--- config.mk ---
export PLATFORM = sky130hd
export DESIGN_NAME = hack_debug_ctrl_flat
export DESIGN_NICKNAME = d
export VERILOG_FILES = /design/src/rtl/hack_dbg_pkg.sv /design/src/rtl/hack_debug_ctrl_if.sv /design/src/rtl/hack_bp_match.sv /design/src/rtl/hack_debug_ctrl.sv /design/src/flat_wrapper.sv
export SDC_FILE = /design/constraint.sdc
export NUM_CORES = 1
export LEC_CHECK = 0
export CORE_AREA = 2 2 67 69
export DETAILED_ROUTE_END_ITERATION = 12
export DIE_AREA = 0 0 69 71
export GPL_ROUTABILITY_DRIVEN = 1
export PLACE_DENSITY = 0.86
export SYNTH_ARGS = -nofsm -noshare
export SYNTH_HDL_FRONTEND = slang
export SYNTH_SLANG_ARGS = --single-unit
--- constraint.sdc ---
create_clock -name clk -period 3.9 [get_ports clk]
set_input_delay 1.17 -clock clk [delete_from_list [all_inputs] [get_ports clk]]
set_output_delay 1.17 -clock clk [all_outputs]
set_load 0.02 [all_outputs]
--- src/rtl/hack_dbg_pkg.sv ---
// rtl/hack_dbg_pkg.sv - shared encodings for the Hack CPU debug controller
//
// Purpose : command opcodes, controller state enum, halt-cause codes and a
//           helper that sizes the breakpoint slot index.
// Ports   : none (package).
// Config  : HACK_DBG_BP_EN enables breakpoint slots (see hack_bp_match).
package hack_dbg_pkg;

   typedef enum logic [1:0] {
      OP_RUN    = 2'b00,
      OP_HALT   = 2'b01,
      OP_STEP   = 2'b10,
      OP_SET_BP = 2'b11
   } cmd_op_t;

   typedef enum logic [1:0] {
      ST_HALTED = 2'd0,
      ST_RUN    = 2'd1,
      ST_STEP   = 2'd2
   } state_t;

   localparam logic [1:0] CAUSE_RESET = 2'd0;
   localparam logic [1:0] CAUSE_HALT  = 2'd1;
   localparam logic [1:0] CAUSE_STEP  = 2'd2;
   localparam logic [1:0] CAUSE_BP    = 2'd3;

   // Slot index width; a single slot still needs a 1-bit index.
   function automatic int idx_w(input int n);
      return (n > 1) ? $clog2(n) : 1;
   endfunction

endpackage

--- src/rtl/hack_debug_ctrl_if.sv ---
// rtl/hack_debug_ctrl_if.sv - debug command channel between host and controller
//
// Purpose : bundles the command handshake and its payload.
// Signals : cmd_valid/cmd_ready handshake, cmd_op opcode, cmd_idx slot,
//           cmd_addr breakpoint PC, cmd_bp_en slot enable.
// Modports: master (host side), slave (controller side).
// Config  : HACK_DBG_BP_EN (payload is ignored when breakpoints are disabled).
interface hack_debug_ctrl_if #(
   parameter int PC_W  = 15,
   parameter int IDX_W = 2
);
   import hack_dbg_pkg::*;

   logic             cmd_valid;
   logic             cmd_ready;
   cmd_op_t          cmd_op;
   logic [IDX_W-1:0] cmd_idx;
   logic [PC_W-1:0]  cmd_addr;
   logic             cmd_bp_en;

   modport master (
      output cmd_valid, cmd_op, cmd_idx, cmd_addr, cmd_bp_en,
      input  cmd_ready
   );

   modport slave (
      input  cmd_valid, cmd_op, cmd_idx, cmd_addr, cmd_bp_en,
      output cmd_ready
   );
endinterface

--- src/rtl/hack_bp_match.sv ---
// rtl/hack_bp_match.sv - breakpoint slot storage and lowest-index PC matcher
//
// Purpose : holds NUM_BP {address, enable} slots and flags a combinational
//           match of i_pc against any enabled slot, reporting the lowest index.
// Ports   : clk, reset (sync, active-high); i_we/i_idx/i_addr/i_en slot write;
//           i_pc current PC; o_hit match flag; o_hit_idx lowest matching slot.
// Config  : HACK_DBG_BP_EN defined -> slots and comparators present;
//           undefined -> no storage, o_hit and o_hit_idx tied low.
module hack_bp_match
   import hack_dbg_pkg::*;
#(
   parameter int PC_W   = 15,
   parameter int NUM_BP = 4,
   parameter int IDX_W  = 2
) (
   input  logic             clk,
   input  logic             reset,
   input  logic             i_we,
   input  logic [IDX_W-1:0] i_idx,
   input  logic [PC_W-1:0]  i_addr,
   input  logic             i_en,
   input  logic [PC_W-1:0]  i_pc,
   output logic             o_hit,
   output logic [IDX_W-1:0] o_hit_idx
);

`ifdef HACK_DBG_BP_EN
   logic [PC_W-1:0]   r_addr [NUM_BP];
   logic [NUM_BP-1:0] r_en;

   // An index beyond NUM_BP-1 matches no slot, so the write is dropped.
   always_ff @(posedge clk) begin
      if (reset) begin
         r_en <= '0;
         for (int i = 0; i < NUM_BP; i++) r_addr[i] <= '0;
      end else if (i_we) begin
         for (int i = 0; i < NUM_BP; i++) begin
            if (i_idx == IDX_W'(i)) begin
               r_addr[i] <= i_addr;
               r_en[i]   <= i_en;
            end
         end
      end
   end

   // Scan high to low so the lowest matching slot is the last one written.
   always_comb begin
      o_hit     = 1'b0;
      o_hit_idx = '0;
      for (int i = NUM_BP - 1; i >= 0; i--) begin
         if (r_en[i] && (r_addr[i] == i_pc)) begin
            o_hit     = 1'b1;
            o_hit_idx = IDX_W'(i);
         end
      end
   end
`else
   logic w_unused_bp;
   assign w_unused_bp = ^{clk, reset, i_we, i_idx, i_addr, i_en, i_pc};
   assign o_hit       = 1'b0;
   assign o_hit_idx   = '0;
`endif

endmodule

--- src/rtl/hack_debug_ctrl.sv ---
// rtl/hack_debug_ctrl.sv - run/halt/step debug controller for a Hack CPU
//
// Purpose : gates the CPU clock enable, accepts RUN/HALT/STEP/SET_BP commands,
//           halts on PC breakpoints and counts executed cycles.
// Ports   : clk, reset (sync, active-high); i_pc CPU program counter;
//           cmd (hack_debug_ctrl_if.slave) command channel;
//           o_cpu_en CPU clock enable; o_halted; o_halt_cause;
//           o_bp_hit_idx last breakpoint slot; o_cycle_count executed cycles.
// Config  : HACK_DBG_BP_EN enables breakpoint slots in hack_bp_match.
module hack_debug_ctrl
   import hack_dbg_pkg::*;
#(
   parameter int PC_W      = 15,
   parameter int NUM_BP    = 4,
   parameter int CNT_W     = 32,
   parameter int RESET_RUN = 1
) (
   input  logic                       clk,
   input  logic                       reset,
   input  logic [PC_W-1:0]            i_pc,
   hack_debug_ctrl_if.slave           cmd,
   output logic                       o_cpu_en,
   output logic                       o_halted,
   output logic [1:0]                 o_halt_cause,
   output logic [idx_w(NUM_BP)-1:0]   o_bp_hit_idx,
   output logic [CNT_W-1:0]           o_cycle_count
);

   localparam int IDX_W = idx_w(NUM_BP);

   state_t           r_state;
   state_t           w_next;
   logic             r_first_run;
   logic [1:0]       r_cause;
   logic [IDX_W-1:0] r_bp_idx;
   logic [CNT_W-1:0] r_cnt;

   cmd_op_t          w_op;
   logic             w_accept;
   logic             w_hit;
   logic             w_bp;
   logic [IDX_W-1:0] w_hit_idx;

   assign w_op     = cmd.cmd_op;
   assign w_accept = cmd.cmd_valid && cmd.cmd_ready;

   hack_bp_match #(
      .PC_W   (PC_W),
      .NUM_BP (NUM_BP),
      .IDX_W  (IDX_W)
   ) u_bp_match (
      .clk       (clk),
      .reset     (reset),
      .i_we      (w_accept && (w_op == OP_SET_BP)),
      .i_idx     (cmd.cmd_idx),
      .i_addr    (cmd.cmd_addr),
      .i_en      (cmd.cmd_bp_en),
      .i_pc      (i_pc),
      .o_hit     (w_hit),
      .o_hit_idx (w_hit_idx)
   );

   // Matching is masked on the first RUN cycle after a halt so that resuming
   // from a breakpoint PC executes that instruction instead of re-halting.
   assign w_bp = w_hit && (r_state == ST_RUN) && !r_first_run;

   always_ff @(posedge clk) begin
      if (reset) r_state <= (RESET_RUN != 0) ? ST_RUN : ST_HALTED;
      else       r_state <= w_next;
   end

   always_comb begin
      w_next = r_state;
      case (r_state)
         ST_HALTED: begin
            if (w_accept && (w_op == OP_RUN))  w_next = ST_RUN;
            if (w_accept && (w_op == OP_STEP)) w_next = ST_STEP;
         end
         ST_RUN: begin
            // Breakpoint takes priority over a same-cycle HALT.
            if (w_bp || (w_accept && (w_op == OP_HALT))) w_next = ST_HALTED;
         end
         ST_STEP: w_next = ST_HALTED;
         default: w_next = ST_HALTED;
      endcase
   end

   always_comb begin
      o_cpu_en      = 1'b0;
      cmd.cmd_ready = 1'b0;
      if (!reset) begin
         case (r_state)
            ST_HALTED: cmd.cmd_ready = 1'b1;
            ST_RUN: begin
               cmd.cmd_ready = 1'b1;
               o_cpu_en      = !w_bp;
            end
            ST_STEP:   o_cpu_en = 1'b1;
            default:   o_cpu_en = 1'b0;
         endcase
      end
   end

   always_ff @(posedge clk) begin
      if (reset) begin
         r_first_run <= 1'b0;
         r_cause     <= CAUSE_RESET;
         r_bp_idx    <= '0;
         r_cnt       <= '0;
      end else begin
         r_first_run <= (r_state == ST_HALTED) && (w_next == ST_RUN);
         if (o_cpu_en) r_cnt <= r_cnt + 1'b1;
         if (r_state == ST_STEP) begin
            r_cause <= CAUSE_STEP;
         end else if (w_bp) begin
            r_cause  <= CAUSE_BP;
            r_bp_idx <= w_hit_idx;
         end else if ((r_state == ST_RUN) && w_accept && (w_op == OP_HALT)) begin
            r_cause <= CAUSE_HALT;
         end
      end
   end

   assign o_halted      = (r_state == ST_HALTED);
   assign o_halt_cause  = r_cause;
   assign o_bp_hit_idx  = r_bp_idx;
   assign o_cycle_count = r_cnt;

endmodule

--- src/flat_wrapper.sv ---
// flat-port wrapper written by rule: the top's interface ports become plain ports
module hack_debug_ctrl_flat import hack_dbg_pkg::*;
#(
   parameter int PC_W      = 15,
   parameter int NUM_BP    = 4,
   parameter int CNT_W     = 32,
   parameter int RESET_RUN = 1
)
  (clk, reset, i_pc, o_cpu_en, o_halted, o_halt_cause, o_bp_hit_idx, o_cycle_count, cmd_cmd_valid, cmd_cmd_op, cmd_cmd_idx, cmd_cmd_addr, cmd_cmd_bp_en, cmd_cmd_ready);
  hack_debug_ctrl_if #(.PC_W(PC_W), .IDX_W(2)) cmd_i ();
  input  logic clk;
  input  logic reset;
  input  logic [PC_W-1:0] i_pc;
  output logic o_cpu_en;
  output logic o_halted;
  output logic [1:0] o_halt_cause;
  output logic [idx_w(NUM_BP)-1:0] o_bp_hit_idx;
  output logic [CNT_W-1:0] o_cycle_count;
  input wire logic [$bits(cmd_i.cmd_valid)-1:0] cmd_cmd_valid;
  input wire logic [$bits(cmd_i.cmd_op)-1:0] cmd_cmd_op;
  input wire logic [$bits(cmd_i.cmd_idx)-1:0] cmd_cmd_idx;
  input wire logic [$bits(cmd_i.cmd_addr)-1:0] cmd_cmd_addr;
  input wire logic [$bits(cmd_i.cmd_bp_en)-1:0] cmd_cmd_bp_en;
  output wire logic [$bits(cmd_i.cmd_ready)-1:0] cmd_cmd_ready;
  assign cmd_i.cmd_valid = cmd_cmd_valid;
  assign cmd_i.cmd_op = cmd_cmd_op;
  assign cmd_i.cmd_idx = cmd_cmd_idx;
  assign cmd_i.cmd_addr = cmd_cmd_addr;
  assign cmd_i.cmd_bp_en = cmd_cmd_bp_en;
  assign cmd_cmd_ready = cmd_i.cmd_ready;
  hack_debug_ctrl #(.PC_W(PC_W), .NUM_BP(NUM_BP), .CNT_W(CNT_W), .RESET_RUN(RESET_RUN)) u_core (.clk(clk), .reset(reset), .i_pc(i_pc), .cmd(cmd_i), .o_cpu_en(o_cpu_en), .o_halted(o_halted), .o_halt_cause(o_halt_cause), .o_bp_hit_idx(o_bp_hit_idx), .o_cycle_count(o_cycle_count));
endmodule
Yosys cells after proc, flatten, opt, wreduce, memory -nomap -nowiden

Cells that the tools add are included.

Add/sub/neg operators: 1
Eq/ne operators: 6
Muxes and demuxes: 10
Reductions and logical operators: 13

Operator list:

| kind                                           | count |
|---|---|
| adder 32 x 1 -> 32 bit (second input constant) | 1 |
| 2-to-1 mux 2 bit                               | 5 |
| logical AND 1 bit                              | 6 |
| OR reduction 2 bit                             | 3 |
| == test 2 x 1 -> 1 bit (second input constant) | 2 |
| == test 2 bit (second input constant)          | 2 |
| zero test 2 bit                                | 2 |
| 2-to-1 mux 1 bit                               | 4 |
| one-hot mux 2 bit (2 select lines)             | 1 |
| != test 3 x 1 -> 1 bit (second input constant) | 1 |
| != test 2 x 1 -> 1 bit (second input constant) | 1 |
| AND reduction 2 bit                            | 1 |
| nonzero test 2 bit                             | 1 |

Register bits after elaboration: 36
Output and inout bits: 39

Depth between registers and ports, before layout

Gate-level depths: netlist (run 1).

Depth after elaboration: 9
Gate-level depth with buffers: 9

Modules after synthesis

A second synthesis (run 1) with hierarchy kept.

Cell total of the unflattened synthesis: 221
Area total of the unflattened synthesis: 1908.1 sq um

By module, submodules not included:

| module          | times used | cells an instance | area an instance (sq um) | sequential area each (sq um) |
|---|---|---|---|---|
| hack_debug_ctrl | 1          | 217               | 1881.8                   | 780.7 |
| hack_bp_match   | 1          | 4                 | 26.3                     | 0.0 |

Least setup slack after synthesis (run 1)

No wires, ideal clock.

Kind: input port to output port
From: in reset
To: out cmd_cmd_ready
Arrival: 1854 ps
Required time: 2730 ps
Setup slack: 876 ps
Stages: 3
Path through: clkbuf_1 > clkbuf_1 > nor2_1

Cells in the longest elaborated chain, start to end: 1

RTL lines:

| item             | RTL line              | RTL |
|---|---|---|
| from (decl)      | flat_wrapper.sv:12    | `input logic reset;` |
| 2-to-1 mux 1 bit | hack_debug_ctrl.sv:91 | `if (!reset) begin` |
| to (decl)        | flat_wrapper.sv:24    | `output wire logic [$bits(cmd_i.cmd_ready)-1:0] cmd_cmd_ready;` |

Every way passes these cells.

Worst setup path after layout (run 1)

From: in reset
To: out o_cpu_en

Cells in the longest elaborated chain, start to end: 1

RTL lines:

| item             | RTL line              | RTL |
|---|---|---|
| 2-to-1 mux 1 bit | hack_debug_ctrl.sv:91 |  |
| to (decl)        | flat_wrapper.sv:14    | `output logic o_cpu_en;` |

Every way passes these cells.

==> flow_summary_export.csv, run 1 <==
group,metric,value,unit
floorplan,rows,24,
sta,drv_slew,0,
sta,timing.final.ws_setup,351,ps
critical_path,path_class,"input pin to output port",
critical_path,start_kind,"input pin",
sta,fin_crit,3550,ps
sta,hold_violations,0,
cells_and_area,multi_input_area,992,um2
logic_synthesis,async_flop_share,0,%
floorplan,die_height,71,um
clock_network,cts_buffers,5,
place,placed_area,2220,um2
logic_synthesis,synth_area_leaders,"dfxtp_1 40%, o31ai_1 5.4%, nand4_1 5.2%",
detailed_routing,vias,1715,
detailed_routing,routedWlPerCell,14.2,um
logic_synthesis,netlist.area_leader.share,40.2,%
logic_synthesis,synth_area_per_cell,8.83,um2
logic_synthesis,synthesis.area,1790,um2
critical_path,crit_fanout,4,
grt,busiest_layer,"met2",
job,cap_violations,0,
logic_synthesis,seq_area_frac_synth,40.2,%
grt,grt_use_met3,4.70,%
min_path,hold_class,"flip-flop to flip-flop",
pwr,vdd_drop_max,230,uV
floorplan,pin_count,77,
logic_synthesis,ys_seq_elements,36,
logic_synthesis,synth_compound_area_share,17.2,%
sta,whs,497,ps
critical_path,crit_required,2730,ps
grt,use_met1,21.0,%
clock_network,h-tree-depth,2,
cells_and_area,diodes,0,
sta,fmax,0.282,GHz
logic_synthesis,synthFlopType,"dfxtp_1",
grt,use_met2,30.3,%
logic_synthesis,yosysMostFrequentCell,"dfxtp_1",
floorplan,start_util,42.6,%
logic_synthesis,yosys-mux-area-fraction,0.559,%
cells_and_area,fin_util,55.9,%
clock_network,worstSkewPairLatency,290,ps
cells_and_area,drive_above_1_share,6.15,%
critical_path,end_kind,"output port",
clock_network,cts_resized,0,
detailed_routing,drtIter0Drc,105,
place,place_congestion,0.783,
floorplan,die_area,4900,um2
pwr,p_leak,0.000803,uW
critical_path,arrival,2380,ps
detailed_routing,via_per_inst,5.79,
grt,grt_max_degree,27,
floorplan,core,4200,um2
clock_network,cts_tree,"built",
detailed_routing,wl,4210,um
sta,fin_skew,2.45,ps
grt,grt_remaining_overflow,0,
clock_network,clock_sink_count,36,
clock_network,clockRootBuffer,"clkbuf_8",
floorplan,die_w,69,um
sta,setup_viol,0,
sta,relSlewSlack,56.2,%
clock_network,cts_hold_buf,0,
cells_and_area,fillers,389,
logic_synthesis,synth.distinct_cells,37,
grt,grt_pass1_wl,7130,um
critical_path,worst-r2r-setup-slack,1340,ps
sta,rsz0062_at_grt,"false",
detailed_routing,drt_first_pass_iters,4,
logic_synthesis,yosysTopAreaCell,"dfxtp_1",
logic_synthesis,synth_enable_flop_cells,0,
detailed_routing,drtAntennaViolNets,0,
sta,worstMarginPinSlew,648,ps
sta,fin_crit_sh,91.0,%
sta,tns,0,ps
place,dpl.hpwl,2970,um
cells_and_area,area_growth,31.1,%
cells_and_area,final_area,2350,um2
grt,grt_use_total,17.6,%
clock_network,clkSlewWorstSetupHoldPaths,70,ps
cells_and_area,regArea,721,um2
logic_synthesis,netlist_top_cells_count,"36 x dfxtp_1, 18 x a21oi_1, 15 x nand4_1",
grt,antenna_found_initial,0,
logic_synthesis,synth_top_family_by_area,"simple AND/OR/NAND/NOR gates",
logic_synthesis,synthCells,203,
logic_synthesis,synth-adder-area-share,2.79,%
place,numPortBuffers,41,
clock_network,postCtsSetupBuffers,0,
logic_synthesis,yosysWarnings,0,
logic_synthesis,synth_simple_gate_area_share,29.5,%
grt,grt_pass1_vias,1580,
logic_synthesis,synth_xor_area_share,4.89,%
clock_network,clockBufferDepth,2,
pwr,powerDensity,361,nW/um2
run_status,status,"completed",
detailed_routing,drc_errors,0,
place,place_ws,246,ps
cells_and_area,nNetsFinal,285,
-- cell usage in the layout, fill, tap and decap left out, drive strengths merged, types with 3 or more instances in the layout --
cell | synthesis | routed
or3 | 5 | 5
nand3 | 5 | 5
o21a | 3 | 3
clkdlybuf4s50 | 0 | 41
and4 | 6 | 6
or2 | 3 | 3
o21ai | 4 | 4
a21oi | 18 | 18
o311ai | 3 | 3
xor2 | 9 | 9
clkbuf | 7 | 7
nand4 | 16 | 16
o31ai | 13 | 13
inv | 5 | 5
ha | 4 | 4
nor2 | 14 | 14
or4 | 11 | 11
nand2 | 13 | 13
and3 | 5 | 5
dfxtp | 36 | 36
-- sequential cells by signal, summed over array words and instances (netlist names) --
signal                cells
u_core.o_cycle_count     32
u_core.r_state            2
u_core.o_halt_cause       2
-- logic make-up (layout without fill, tap and decap cells) --
family	after synthesis	after routing
xor+xnor	10	10
fa+ha+maj	4	4
mux	1	1
compound gates	47	47
flops	36	36
simple gates	88	88
buf+inv	16	56
other cells	1	2
-- through the flow --
stage               total power, uW  instances
global route                    881        296
floorplan                       459        204
finish                          848        296
global placement                496        288
CTS                             854        296
detailed placement              497        288
-- routing by layer --
metal | vias to the layer above | routed length (um)
met5 | - | 0
met4 | 0 | 42
met3 | 5 | 246
met2 | 47 | 2080
met1 | 817 | 1840
li1 | 846 | -
-- area by class of cell --
class	instances	share of cell area [%]
timing repair buffer	43	18.1
clock buffer	7	4.10
inverter	5	0.799
tap	52	2.77
clock inverter	1	1.28
sequential	36	30.7
multi-input combinational	152	42.2
-- path summary, 6_finish.rpt --
check / depth (start not counted) / from / endpoint
max reg2reg: 6 / u_core.r_state[0]$_SDFFE_PP1P_ / u_core.o_cycle_count[19]$_SDFFE_PP0P_
max: 3 / reset / o_cpu_en
min reg2reg: 2 / u_core.o_cycle_count[26]$_SDFFE_PP0P_ / u_core.o_cycle_count[26]$_SDFFE_PP0P_
min: 2 / u_core.o_cycle_count[26]$_SDFFE_PP0P_ / u_core.o_cycle_count[26]$_SDFFE_PP0P_
-- power by group --
| group | switching (uW) | internal (uW) | total (uW) |
|---|---|---|---|
| clock network | 134 | 226 | 359 |
| logic | 55.1 | 47.5 | 103 |
| registers | 8.91 | 377 | 386 |
-- critical path, stage by stage --
cell,delay (ps)
clkdlybuf4s50_1,460
nor2b_1,140
clkdlybuf4s50_1,610
Note: power is estimated with default switching activity, not from simulation.
==> inputs of run 2 (changes only) <==
--- a/config.mk
+++ b/config.mk
@@ -5,6 +5,7 @@
 export SDC_FILE = /design/constraint.sdc
 export NUM_CORES = 1
 export LEC_CHECK = 0
+export CAP_MARGIN = 15
 export CORE_AREA = 2 2 67 69
 export DETAILED_ROUTE_END_ITERATION = 12
 export DIE_AREA = 0 0 69 71
==> results of run 2 <==
Final layout, timing and power as in run 1 (identical DEF).
